File: src/rtl/conway_cell_scanner.sv
// ----------------------------------------------------------------------------
// conway_cell_scanner
//
// Walks the board of the conway core in raster order through its row-wide
// read port and streams out the {row, col} address of every live cell on a
// valid/ready interface. At the end of each scan it reports the live count.
//
// Ports:
//   clk          rising-edge system clock
//   rst          asynchronous, active-low reset
//   start        one-cycle scan request, honoured only when idle
//   busy         high from start acceptance until the done cycle ends
//   done         one-cycle pulse once the last live cell has been accepted
//   live_count   live cells found by the last completed scan
//   rd_en        row read strobe to the core
//   rd_row       row index for the read
//   rd_data      row contents (bit c = column c), valid one cycle after rd_en
//   cell_valid   cell_addr holds a live cell
//   cell_ready   sink accepts the cell
//   cell_addr    {row[7:0], col[7:0]} of the live cell
// ----------------------------------------------------------------------------
module conway_cell_scanner #(
    parameter int ROWS = 16,
    parameter int COLS = 16
) (
    input  logic            clk,
    input  logic            rst,
    input  logic            start,
    output logic            busy,
    output logic            done,
    output logic [16:0]     live_count,
    output logic            rd_en,
    output logic [7:0]      rd_row,
    input  logic [COLS-1:0] rd_data,
    output logic            cell_valid,
    input  logic            cell_ready,
    output logic [15:0]     cell_addr
);

    typedef enum logic [2:0] {
        S_IDLE,
        S_FETCH,
        S_WAIT,
        S_SCAN,
        S_DRAIN,
        S_DONE
    } state_t;

    localparam logic [7:0] LAST_ROW = 8'(ROWS - 1);
    localparam logic [7:0] LAST_COL = 8'(COLS - 1);

    state_t       state_q;
    state_t       state_d;
    logic [7:0]   row_q;
    logic [7:0]   col_q;
    logic [16:0]  running_q;
    // Padded to 256 bits so any 8-bit column index is in range; the unused
    // upper bits are constant zero.
    logic [255:0] row_buf;

    logic bit_live;
    logic slot_free;
    logic last_col;
    logic last_row;
    logic load_cell;
    logic advance;

    assign bit_live  = row_buf[col_q];
    // The output slot can take a new cell if it is empty or being accepted now.
    assign slot_free = !cell_valid || cell_ready;
    assign last_col  = (col_q == LAST_COL);
    assign last_row  = (row_q == LAST_ROW);

    assign busy   = (state_q != S_IDLE);
    assign done   = (state_q == S_DONE);
    assign rd_en  = (state_q == S_FETCH);
    assign rd_row = row_q;

    always_ff @(posedge clk or negedge rst) begin
        if (!rst) begin
            state_q <= S_IDLE;
        end else begin
            state_q <= state_d;
        end
    end

    // NOTE: every signal assigned in this block gets a default first, so no
    // path through the case statement can infer a latch.
    always_comb begin
        state_d   = state_q;
        load_cell = 1'b0;
        advance   = 1'b0;
        case (state_q)
            S_IDLE:  if (start) state_d = S_FETCH;
            S_FETCH: state_d = S_WAIT;
            S_WAIT:  state_d = S_SCAN;
            S_SCAN: begin
                // A live bit waits here until the held cell has gone.
                if (!bit_live || slot_free) begin
                    advance   = 1'b1;
                    load_cell = bit_live;
                    if (last_col) begin
                        if (!last_row) begin
                            state_d = S_FETCH;
                        end else if (bit_live || !slot_free) begin
                            state_d = S_DRAIN;
                        end else begin
                            // Nothing outstanding: skip the drain cycle.
                            state_d = S_DONE;
                        end
                    end
                end
            end
            S_DRAIN: if (slot_free) state_d = S_DONE;
            S_DONE:  state_d = S_IDLE;
            default: state_d = S_IDLE;
        endcase
    end

    // NOTE: the row buffer is plain flops, not a RAM, so it takes the async
    // reset along with the rest of the datapath.
    always_ff @(posedge clk or negedge rst) begin
        if (!rst) begin
            row_q      <= '0;
            col_q      <= '0;
            running_q  <= '0;
            row_buf    <= '0;
            cell_valid <= 1'b0;
            cell_addr  <= '0;
            live_count <= '0;
        end else begin
            // NOTE: non-blocking assignments throughout, so every register
            // here samples the pre-edge values regardless of statement order.
            if (state_q == S_IDLE && start) begin
                row_q     <= '0;
                running_q <= '0;
            end

            if (state_q == S_WAIT) begin
                row_buf <= 256'(rd_data);
                col_q   <= '0;
            end

            if (advance) begin
                if (last_col) begin
                    col_q <= '0;
                    if (!last_row) row_q <= row_q + 8'd1;
                end else begin
                    col_q <= col_q + 8'd1;
                end
            end

            if (load_cell) begin
                cell_addr  <= {row_q, col_q};
                cell_valid <= 1'b1;
                running_q  <= running_q + 17'd1;
            end else if (cell_ready) begin
                cell_valid <= 1'b0;
            end

            if (state_q == S_DONE) live_count <= running_q;
        end
    end

endmodule
File: config.mk
export PLATFORM = sky130hd
export DESIGN_NAME = conway_cell_scanner
export DESIGN_NICKNAME = d
export VERILOG_FILES = /design/src/rtl/conway_cell_scanner.sv
export SDC_FILE = /design/constraint.sdc
export NUM_CORES = 1
export LEC_CHECK = 0
export CAP_MARGIN = 20
export CORE_MARGIN = 4
export CORE_UTILIZATION = 35
export DETAILED_ROUTE_END_ITERATION = 16
export PLACE_DENSITY_LB_ADDON = 0.08
export SYNTH_ARGS = -nofsm -noshare
export SYNTH_HDL_FRONTEND = slang
export SYNTH_SLANG_ARGS = --single-unit
File: constraint.sdc
create_clock -name clk -period 3.2 [get_ports clk]
set_input_delay 0.32 -clock clk [delete_from_list [all_inputs] [get_ports clk]]
set_output_delay 0.32 -clock clk [all_outputs]
set_load 0.1 [all_outputs]
==> results by group, run 1 <==
Job
  – MaxCap Viol Count: 0

Floorplan
  – # rows: 39
  – Die area: between 10000 and 15000 um2
  – Initial Util: a little over a third
  – I/O pins: 65
  – Core ar.: around 12000 um2
  – Chip Height: 118 um
  – Die W: about 120 um

Synthesis
  – Area leader, netlist: dfrtp_1
  – Post-synthesis cell type count: 47
  – Syn_nets: between 400 and 500
  – Most frequent cell after synthesis: dfrtp_1
  – Sequential element share of the synthesized area: 50.7%
  – Synth Register Bits: 86
  – Most common flop cell mapped by yosys: dfrtp_1
  – Post-synth top area share: 50.7%
  – Post-synthesis average cell area: approximately 11 um2
  – Most frequent cells after synthesis: dfrtp_1, nand2_1, mux2_2, o21ai_0
  – Area contributors post-synth: dfrtp_1, mux2_2, nand2_1
  – Post-synth ARST share: 100%
  – Synth Instances: 389
  – Post-synth EDFFs: 0
  – Synth warn: 0
  – Netlist Area Pre-Place: ~4200 um2

Global routing
  – Largest net degree at the start of global routing: 87
  – Grt total ovfl: 0
  – Global-route wire length before repair: approximately 17 mm
  – Total Routing Usage GR: 15.3%
  – Initial antenna violation count: 0
  – Vias in the first global route: around 3400

Timing
  – Fin Setup TNS: 0 ns
  – Tmin final: approximately 2.6 ns
  – Clk_skew: around 0.0060 ns
  – Endpoints failing setup: 0
  – Max Fclk: around 380 MHz
  – Hold Vio Cnt, Final: 0
  – RSZ-0062 raised after global routing: false
  – Worst-margin pin slew: between 0.9 and 1 ns
  – Period Utilization, post-route: around 80%
  – Slew headroom: approximately 34%
  – Max-slew violation count: 0

Power
  – Peak VDD IR: ~0.0007 V
  – Gate power share: 49.4%
  – Switching part of the total: 47.3%
  – NetSw: around 2500 uW
  – Clock network power share: between 15 and 20%
  – PD cells: roughly 1000 nW/um2
  – Seq pwr share: ~33%
  – Pleak: around 0.0023 uW
  – Pint: 2770 uW

Finish
  – Non-Filler Instances: a little over 600
  – N_diodes: 0
  – Util after Layout: roughly 46%
  – Nets: 481
  – Synthesis-to-finish area growth: 25.6%
  – Share of layout cells above drive strength 1: between 10% and 20%

Clock network
  – Reg clk slew, reported paths: 0.06 ns
  – H-tree level count: 3
  – CTS tree: yes
  – Clock root buffer: clkbuf_16
  – Resize count post-CTS: 0
  – Max Buffers Root-to-Sink: 2
  – CTS Hold Bufs: 0
  – Sink Count: 86
  – Post-CTS setup buffers: 0
  – Clk_lat worst skew: between 0.3 and 0.4 ns
  – Num CTS Buffers: 9

Routing
  – Metal3 WL: about 500 um
  – M1 WL: 4.76 mm
  – Initial DRT Pass Iterations: 4
  – Via density: about 5.4
  – Antenna violation net count after detailed routing: 0
  – Initial DRC Count: roughly 200
  – Met2 wire length: 4.66 mm
  – Max Used Layer: met4
  – Vias: approximately 3300
  – Routed WL: 10.0 mm
  – DRC: 0
  – WL per Instance: between 15 and 20 um

Critical path
  – CP endpoint kind: flip-flop
  – Crit path kind: flip-flop to flip-flop
  – CP Launch Type: flip-flop
  – CP Data Arrival Time: between 2 and 3 ns
  – Worst EP required: between 3 and 4 ns
  – Max FO, Critical Path: 20

Worst hold path
  – Hold crit path type: flip-flop to flip-flop

Placed design
  – Hpwl dp: roughly 6.8 mm
  – Placed Instances: between 500 and 600
  – Final GP Congestion: 0.778
  – Input/output buffers: 64

Run status
  – Status: finished, final reports clean
-- cell usage in the layout, fill, tap and decap left out, types with 3 or more instances in the layout --
| cell type | n |
|---|---|
| a221o_1 | 6 |
| ha_1 | 3 |
| or4_1 | 4 |
| o22ai_1 | 3 |
| nand2_1 | 44 |
| clkbuf_16 | 9 |
| nand3_1 | 14 |
| or3_1 | 6 |
| a21oi_1 | 5 |
| a31oi_1 | 5 |
| buf_4 | 16 |
| o221ai_1 | 5 |
| mux2_2 | 42 |
| o211ai_1 | 6 |
| and2_1 | 5 |
| nor2b_1 | 6 |
| o2bb2ai_1 | 3 |
| nand2b_1 | 8 |
| nor3_1 | 16 |
| nand4_1 | 7 |
| or2_2 | 6 |
| a221oi_1 | 3 |
| mux2i_1 | 15 |
| clkdlybuf4s50_1 | 58 |
| o21ai_0 | 19 |
| nor2_1 | 16 |
| inv_1 | 13 |
| dfrtp_1 | 86 |
-- final timing paths --
kind                            cells after the start  slack, ns        endpoint      startpoint
worst min-delay path                                2       0.48  live_count[12]  live_count[12]
min in group asynchronous                           2       0.51    running_q[9]             rst
worst max register to register                      7       0.57   cell_addr[10]        col_q[0]
worst min register to register                      2       0.48  live_count[12]  live_count[12]
max in group asynchronous                           3       2.08    cell_addr[0]             rst
worst max-delay path                                7       0.57   cell_addr[10]        col_q[0]
-- critical path: stages, from the launching register on --
cell and delay (ns):
dfrtp_1 0.68, mux4_2 0.56, nand2b_1 0.19, o2bb2ai_1 0.16, buf_4 0.20, nand2_1 0.06
buf_4 0.27, mux2_2 0.38
-- stage by stage --
stage                     power [uW]  area (um2)  hold slack, ns  worst slack [ns]
after CTS                       5300        5290           0.241             0.554
after global routing            5580        5330           0.491             0.392
after detailed placement        4330        5030           0.469             0.569
final                           5250        5330           0.478             0.565
after global placement          4300        5030           0.461             0.617
after floorplan                 3620        4240          0.0244             0.103
-- final cells by class --
type	count	area (um2)
fillers	1127	6340
well taps	143	179
flip-flops and latches	86	2150
multi-input cells	272	1950
inverters	13	48.8
clock buffers	12	246
clock inverters	2	10.0
repair buffers	76	738
-- flip-flops by register name, indices dropped and copies added, names as in the netlist --
signal / flops
col_q: 8
live_count: 17
cell_valid: 1
running_q: 17
state_q: 3
cell_addr: 16
row_buf: 16
rd_row: 8
-- power by group through the flow --
stage	sequential [uW]	clock [uW]	combinational, uW
after detailed placement	1740	0	2600
after CTS	1720	969	2610
final	1720	937	2600
after floorplan	2430	0	1200
after global placement	1730	0	2560
after global routing	1780	1020	2780
-- layer usage --
metal  global-route usage [%]  up-vias
li1                         -     1562
met1                     20.7     1642
met2                     23.8       66
met3                     4.61        7
met4                     4.10        0
met5                        0        -
-- kinds of logic after synthesis --
| family | Yosys count | share of synthesized area [%] |
|---|---|---|
| DFF | 86 | 50.7 |
| and+or+nand+nor | 138 | 16.3 |
| adders and majority gates | 3 | 0.885 |
| AOI/OAI and AO/OA | 70 | 12.7 |
| xor gates and xnor gates | 2 | 0.413 |
| muxes | 59 | 15.8 |
| buffers and inverters | 31 | 3.24 |
Note: power is estimated with default switching activity, not from simulation.
==> run 2: changes to the inputs <==
==> constraint.sdc (replaced) <==
create_clock -name clk -period 2.4 [get_ports clk]
set_input_delay 0.24 -clock clk [delete_from_list [all_inputs] [get_ports clk]]
set_output_delay 0.24 -clock clk [all_outputs]
set_load 0.1 [all_outputs]
==> run 2 against run 1 <==
Net effect:
- maximum frequency grew 18%
- sequential cell count is the same
- critical path type unchanged
- global-route usage grew 0.089 points
- sequential share of layout area shrank 0.98 points
==> results by group, run 2 (synthesized netlist as in run 1, its figures left out) <==
Finish
  – Final instance area: roughly 5500 um2
  – Util after Layout: 46.9%
  – Commonest non-fill, non-tap cell in the layout: dfrtp_1
  – Share of layout cells above drive strength 1: between 30 and 40%
  – N_diodes: 0
  – Leading cell types in the layout, fill and taps excluded: dfrtp_1, buf_4, nand2_1
  – Nets: ~500
  – Largest registers: live_count x17, running_q x17
  – Non-Filler Instances: ~630
  – Synthesis-to-finish area growth: 28.9%

Global routing
  – Total Routing Usage GR: between 10% and 20%
  – Global-route wire length before repair: approximately 17 mm
  – Largest net degree at the start of global routing: 40
  – Grt total ovfl: 0
  – Initial antenna violation count: 0
  – Vias in the first global route: approximately 3400

Routing
  – Initial DRC Count: 74
  – Initial DRT Pass Iterations: 4
  – Via density: between 5 and 6
  – Antenna violation net count after detailed routing: 0
  – Vias: around 3200
  – WL per Instance: 15.9 um
  – Routed WL: about 10 mm
  – DRC: 0

Timing
  – Period Utilization, post-route: approximately 93%
  – Endpoints failing setup: 0
  – Worst-margin pin slew: ~0.52 ns
  – Slew headroom: between 60% and 70%
  – Max Fclk: 447 MHz
  – Hold Vio Cnt, Final: 0
  – Max-slew violation count: 0
  – Min Hold Slack: between 0.4 and 0.5 ns
  – Tmin final: 2.24 ns
  – Clk_skew: between 0.01 and 0.015 ns
  – RSZ-0062 raised after global routing: false

Clock network
  – H-tree level count: 3
  – Reg clk slew, reported paths: around 0.060 ns
  – Sink Count: 86
  – Clk_lat worst skew: ~0.35 ns
  – Num CTS Buffers: 9
  – Post-CTS setup buffers: 0
  – CTS tree: yes
  – Max Buffers Root-to-Sink: 2
  – Clock root buffer: clkbuf_16

Critical path
  – CP max-delay cell: or4_4
  – Max FO, Critical Path: 6
  – CP endpoint kind: flip-flop
  – CP Data Arrival Time: about 2.5 ns
  – CP cell instances: or4_4 > or2_4 > or3_4 > a2111oi_4 > mux2i_1
  – CP Launch Type: flip-flop
  – Crit path kind: flip-flop to flip-flop
  – Max incr delay on CP: between 0.5 and 0.6 ns
  – Worst EP required: roughly 2.7 ns
  – R2R setup slack: approximately 0.16 ns
  – Reg2Reg Depth: 5

Floorplan
  – Core ar.: between 10000 and 15000 um2
  – Initial Util: between 30 and 40%
  – I/O pins: 65
  – Die W: around 120 um
  – Die area: around 14000 um2
  – # rows: 39
  – Chip Height: 118 um

Power
  – PD cells: ~1300 nW/um2
  – Seq pwr share: between 30% and 40%
  – Pint: around 3900 uW
  – Clock network power share: 18.5%
  – Peak VDD IR: roughly 0.0015 V
  – Gate power share: 51.2%
  – Pleak: approximately 0.0025 uW
  – Switching part of the total: 46.2%
  – NetSw: ~3400 uW

Placed design
  – Placed Instances: 610
  – Post-Place Cell Area: 5150 um2
  – Input/output buffers: 64
  – Hpwl dp: just over 7 mm
  – Final GP Congestion: between 0.8 and 0.9

Run status
  – Status: finished, final reports clean

Job
  – MaxCap Viol Count: 0

Worst hold path
  – Hold crit path type: input port to asynchronous set/reset pin
[run 2: cell types whose count changed in the layout (fill, tap and decap cells not counted), sizes merged]
| cell | previous run | this run |
|---|---|---|
| clkbuf | 12 | 11 |
| bufinv | 0 | 1 |
| clkdlybuf4s50 | 58 | 18 |
| clkinv | 2 | 3 |
| buf | 17 | 78 |
[run 2: worst max-delay path: cells and delay by family (launching register included)]
family	cells	cell delay (ns)
AOI/OAI and AO/OA	1	0.34
DFF	1	0.42
muxes	1	0.20
and+or+nand+nor	3	1.20
[run 2: final cells by class]
class	instances	area, um2
fill	1097	6190
sequential	86	2160
inverter	13	48.8
clock buffer	11	233
timing repair buffer	97	813
tap	143	179
clock inverter	4	48.8
multi-input combinational	272	1990
[run 2: metal layers]
metal | up-vias | routed length, um | GRT usage (%)
li1 | 1606 | - | -
met1 | 1573 | 4950 | 21.0
met2 | 62 | 4440 | 23.4
met3 | 8 | 461 | 5.00
met4 | 0 | 116 | 4.18
met5 | - | 0 | 0
[run 2: power by group through the flow]
| stage | Combinational (uW) | Sequential (uW) | Clock (uW) |
|---|---|---|---|
| CTS | 3760 | 2230 | 1400 |
| finish | 3760 | 2220 | 1360 |
| detailed placement | 3730 | 2250 | 0 |
| global route | 4040 | 2290 | 1460 |
| floorplan | 1600 | 3240 | 0 |
| global placement | 3700 | 2260 | 0 |
[run 2: final timing paths]
check / to / from
max: rd_row[7] / col_q[7]
min: live_count[15] / rst
max reg2reg: rd_row[7] / col_q[7]
min reg2reg: running_q[16] / running_q[16]
max in group asynchronous: row_buf[5] / rst
min in group clk: running_q[16] / running_q[16]
[run 2: stage by stage]
step | power (uW) | TNS, ns | setup WS (ns)
after detailed placement | 5980 | -0.0266 | -0.0113
after floorplan | 4840 | 0 | 0.000386
after global placement | 5960 | 0 | 0.0664
after CTS | 7380 | 0 | 0.0155
after global routing | 7790 | 0 | 0.0173
final | 7340 | 0 | 0.161
[run 2: what timing repair did]
action	4_1_cts	5_1_grt
gates resized for setup	1	5
hold buffers	1	0
endpoints found under the setup margin	6	27
hold endpoints to repair	37	0
==> RTL change, RTL diff (flow settings as in run 2) <==
The parameter `ROWS` goes from 16 to 12.
--- a/src/rtl/conway_cell_scanner.sv
+++ b/src/rtl/conway_cell_scanner.sv
@@ -22,3 +22,3 @@
 module conway_cell_scanner #(
-    parameter int ROWS = 16,
+    parameter int ROWS = 12,
     parameter int COLS = 16
Function: no difference found for any inputs over 10 cycles, from zero or initial values and one cycle with rst low; that may be too few to reach the edited logic, so the function may still have changed.
==> RTL change against run 2 <==
  * Area after synthesis rose by 0.83%
  * Worst setup slack worse by 0.049 ns
  * Clock skew decreased by 0.0018 ns
  * Highest routed layer unchanged
  * Die area is 0.77% higher
  * Critical path depth rose by 1
  * Routed wire length up 5.6%
  * Design area rose by 1.6%
  * Maximum frequency is 2.1% lower
  * Non-clock buffer count rose by 6
  * Sequential cell count stayed put
Power is not compared: it rests on default switching activity, and its combinational part moved more than twofold at a synthesized area within 25%.
==> RTL change: results (changes against run 2) <==
[run_status]
status = complete, no violations

[setup_path]
crit_fanout = 19  ; +13
cpPeakStageDelay_ns = 0.49  ; -0.05 ns
reg2reg_depth = 6  ; +1
worstPathArrival_ns = 2.56  ; +0.06 ns
cp_slowest_cell = dfrtp_1
cp_top_family = compound AO/OA/AOI/OAI gates

[place]
place_hpwl_um = 7540  ; +4.0%
place_congestion = 0.819  ; -1.9%
dpl_worst_slack_ns = 0.0109  ; +0.0222 ns
port_buffers = 64  ; unchanged
dp_cells = 619  ; +1.5%

[detailed_routing]
vias = 3370  ; +3.7%
drt-total-wl_um = 10500  ; +5.6%
drt_iter0_drc = 170  ; +130%
viasPerCell = 5.32  ; +2.4%

[synthesis]
yosysUniqueCellTypes = 51  ; +8.5%
syn_area_per_cell_um2 = 10.7  ; -1.5%
synth_commonest_cells = 86 x dfrtp_1, 50 x nand2_1, 40 x mux2_2
yosys-top-cells-area = dfrtp_1 50%, mux2_2 11%, mux2i_1 5.4%
ys_seq_area_frac = 0.503  ; -0.00416
syn-num-nets = 421  ; +2.2%
ys.flop_type = dfrtp_1

[grt]
antenna_found_initial = 0  ; unchanged
grt_max_degree = 55  ; +38%
grt_pass1_wl_um = 17900  ; +4.0%
grt_usage = 0.158  ; +0.00495
overflow = 0  ; unchanged

[clocking]
cts-buffers-inserted = 9  ; unchanged
h-tree-depth = 3  ; unchanged

[timing]
final_hold_viol_count = 0  ; unchanged
skew_ns = 0.00873  ; -0.00183 ns
slew_headroom = 0.690  ; +0.0373

[finish]
antenna_cells = 0  ; unchanged
reg_top3 = live_count: 17 flops, running_q: 17 flops
nFillCells = 1177  ; +7.3%
layout-drive-gt1-share = 0.320  ; -0.0109
nets = 507  ; +1.0%

[power_and_ir_drop]
p_leak_nw = 2.68

[RTL change: cell count changes after synthesis, sizes merged, moves of 5 or more]
cell    delta
o21ai      -5
clkbuf    +10
nand3b     +5
and3       +5
nand2      +6
or2        -5
o311ai     +6
or3        -6
mux2i      +8
inv        -5
nor4       +9
nor3       -6
[RTL change: logic make-up after synthesis]
family,Yosys count,share of synthesized area
fa+ha+maj,3,0.00878
compound gates,56,0.0930
simple gates,150,0.185
buf+inv,36,0.0366
flops,86,0.503
mux,67,0.173
[RTL change: area by class of cell]
| type | count | area share |
|---|---|---|
| Multi-Input combinational cell | 276 | 0.361 |
| Timing Repair Buffer | 103 | 0.157 |
| Inverter | 8 | 0.00540 |
| Sequential cell | 86 | 0.387 |
| Clock buffer | 10 | 0.0430 |
| Clock inverter | 4 | 0.0131 |
| Tap cell | 147 | 0.0331 |
[RTL change: path summary, 6_finish.rpt]
check / slack, ns / end / startpoint
max in group asynchronous: 1.38 / col_q[0] / rst
setup / recovery: 0.11 / rd_row[7] / col_q[2]
min in group clk: 0.48 / running_q[16] / running_q[16]
hold / removal: 0.39 / live_count[4] / rst
setup reg to reg: 0.11 / rd_row[7] / col_q[2]
hold reg to reg: 0.48 / running_q[16] / running_q[16]
[RTL change: per-stage QoR]
| stage | util | area [um2] |
|---|---|---|
| 2_1_floorplan | - | 4280 |
| 3_5_place_dp | 0.433 | 5200 |
| 6_report | 0.463 | 5560 |
| 5_1_grt | 0.463 | 5560 |
| 3_3_place_gp | 0.433 | 5200 |
| 4_1_cts | 0.460 | 5520 |
[RTL change: repair_timing]
action / 4_1_cts / 5_1_grt
gates resized for setup: 2 / 8
hold buffers: 1 / 0
buffers inserted: 0 / 0
hold endpoints to repair: 32 / 0
endpoints found under the setup margin: 7 / 28
[RTL change: power breakdown]
group | total, W | switching (W) | internal [W]
clock | 0.00148 | 0.000552 | 0.000926
combinational | 0.0000645 | 0.0000333 | 0.0000312
sequential | 0.00145 | 0.000000000000000000119 | 0.00145
[RTL change: metal layers]
layer	GRT usage	vias to the layer above	wire length, um	share of wire
met3	0.0483	8	538	0.051
met4	0.0420	0	104	0.0099
met5	0	-	0	0
met1	0.225	1631	5160	0.49
li1	-	1638	-	-
met2	0.236	93	4740	0.45
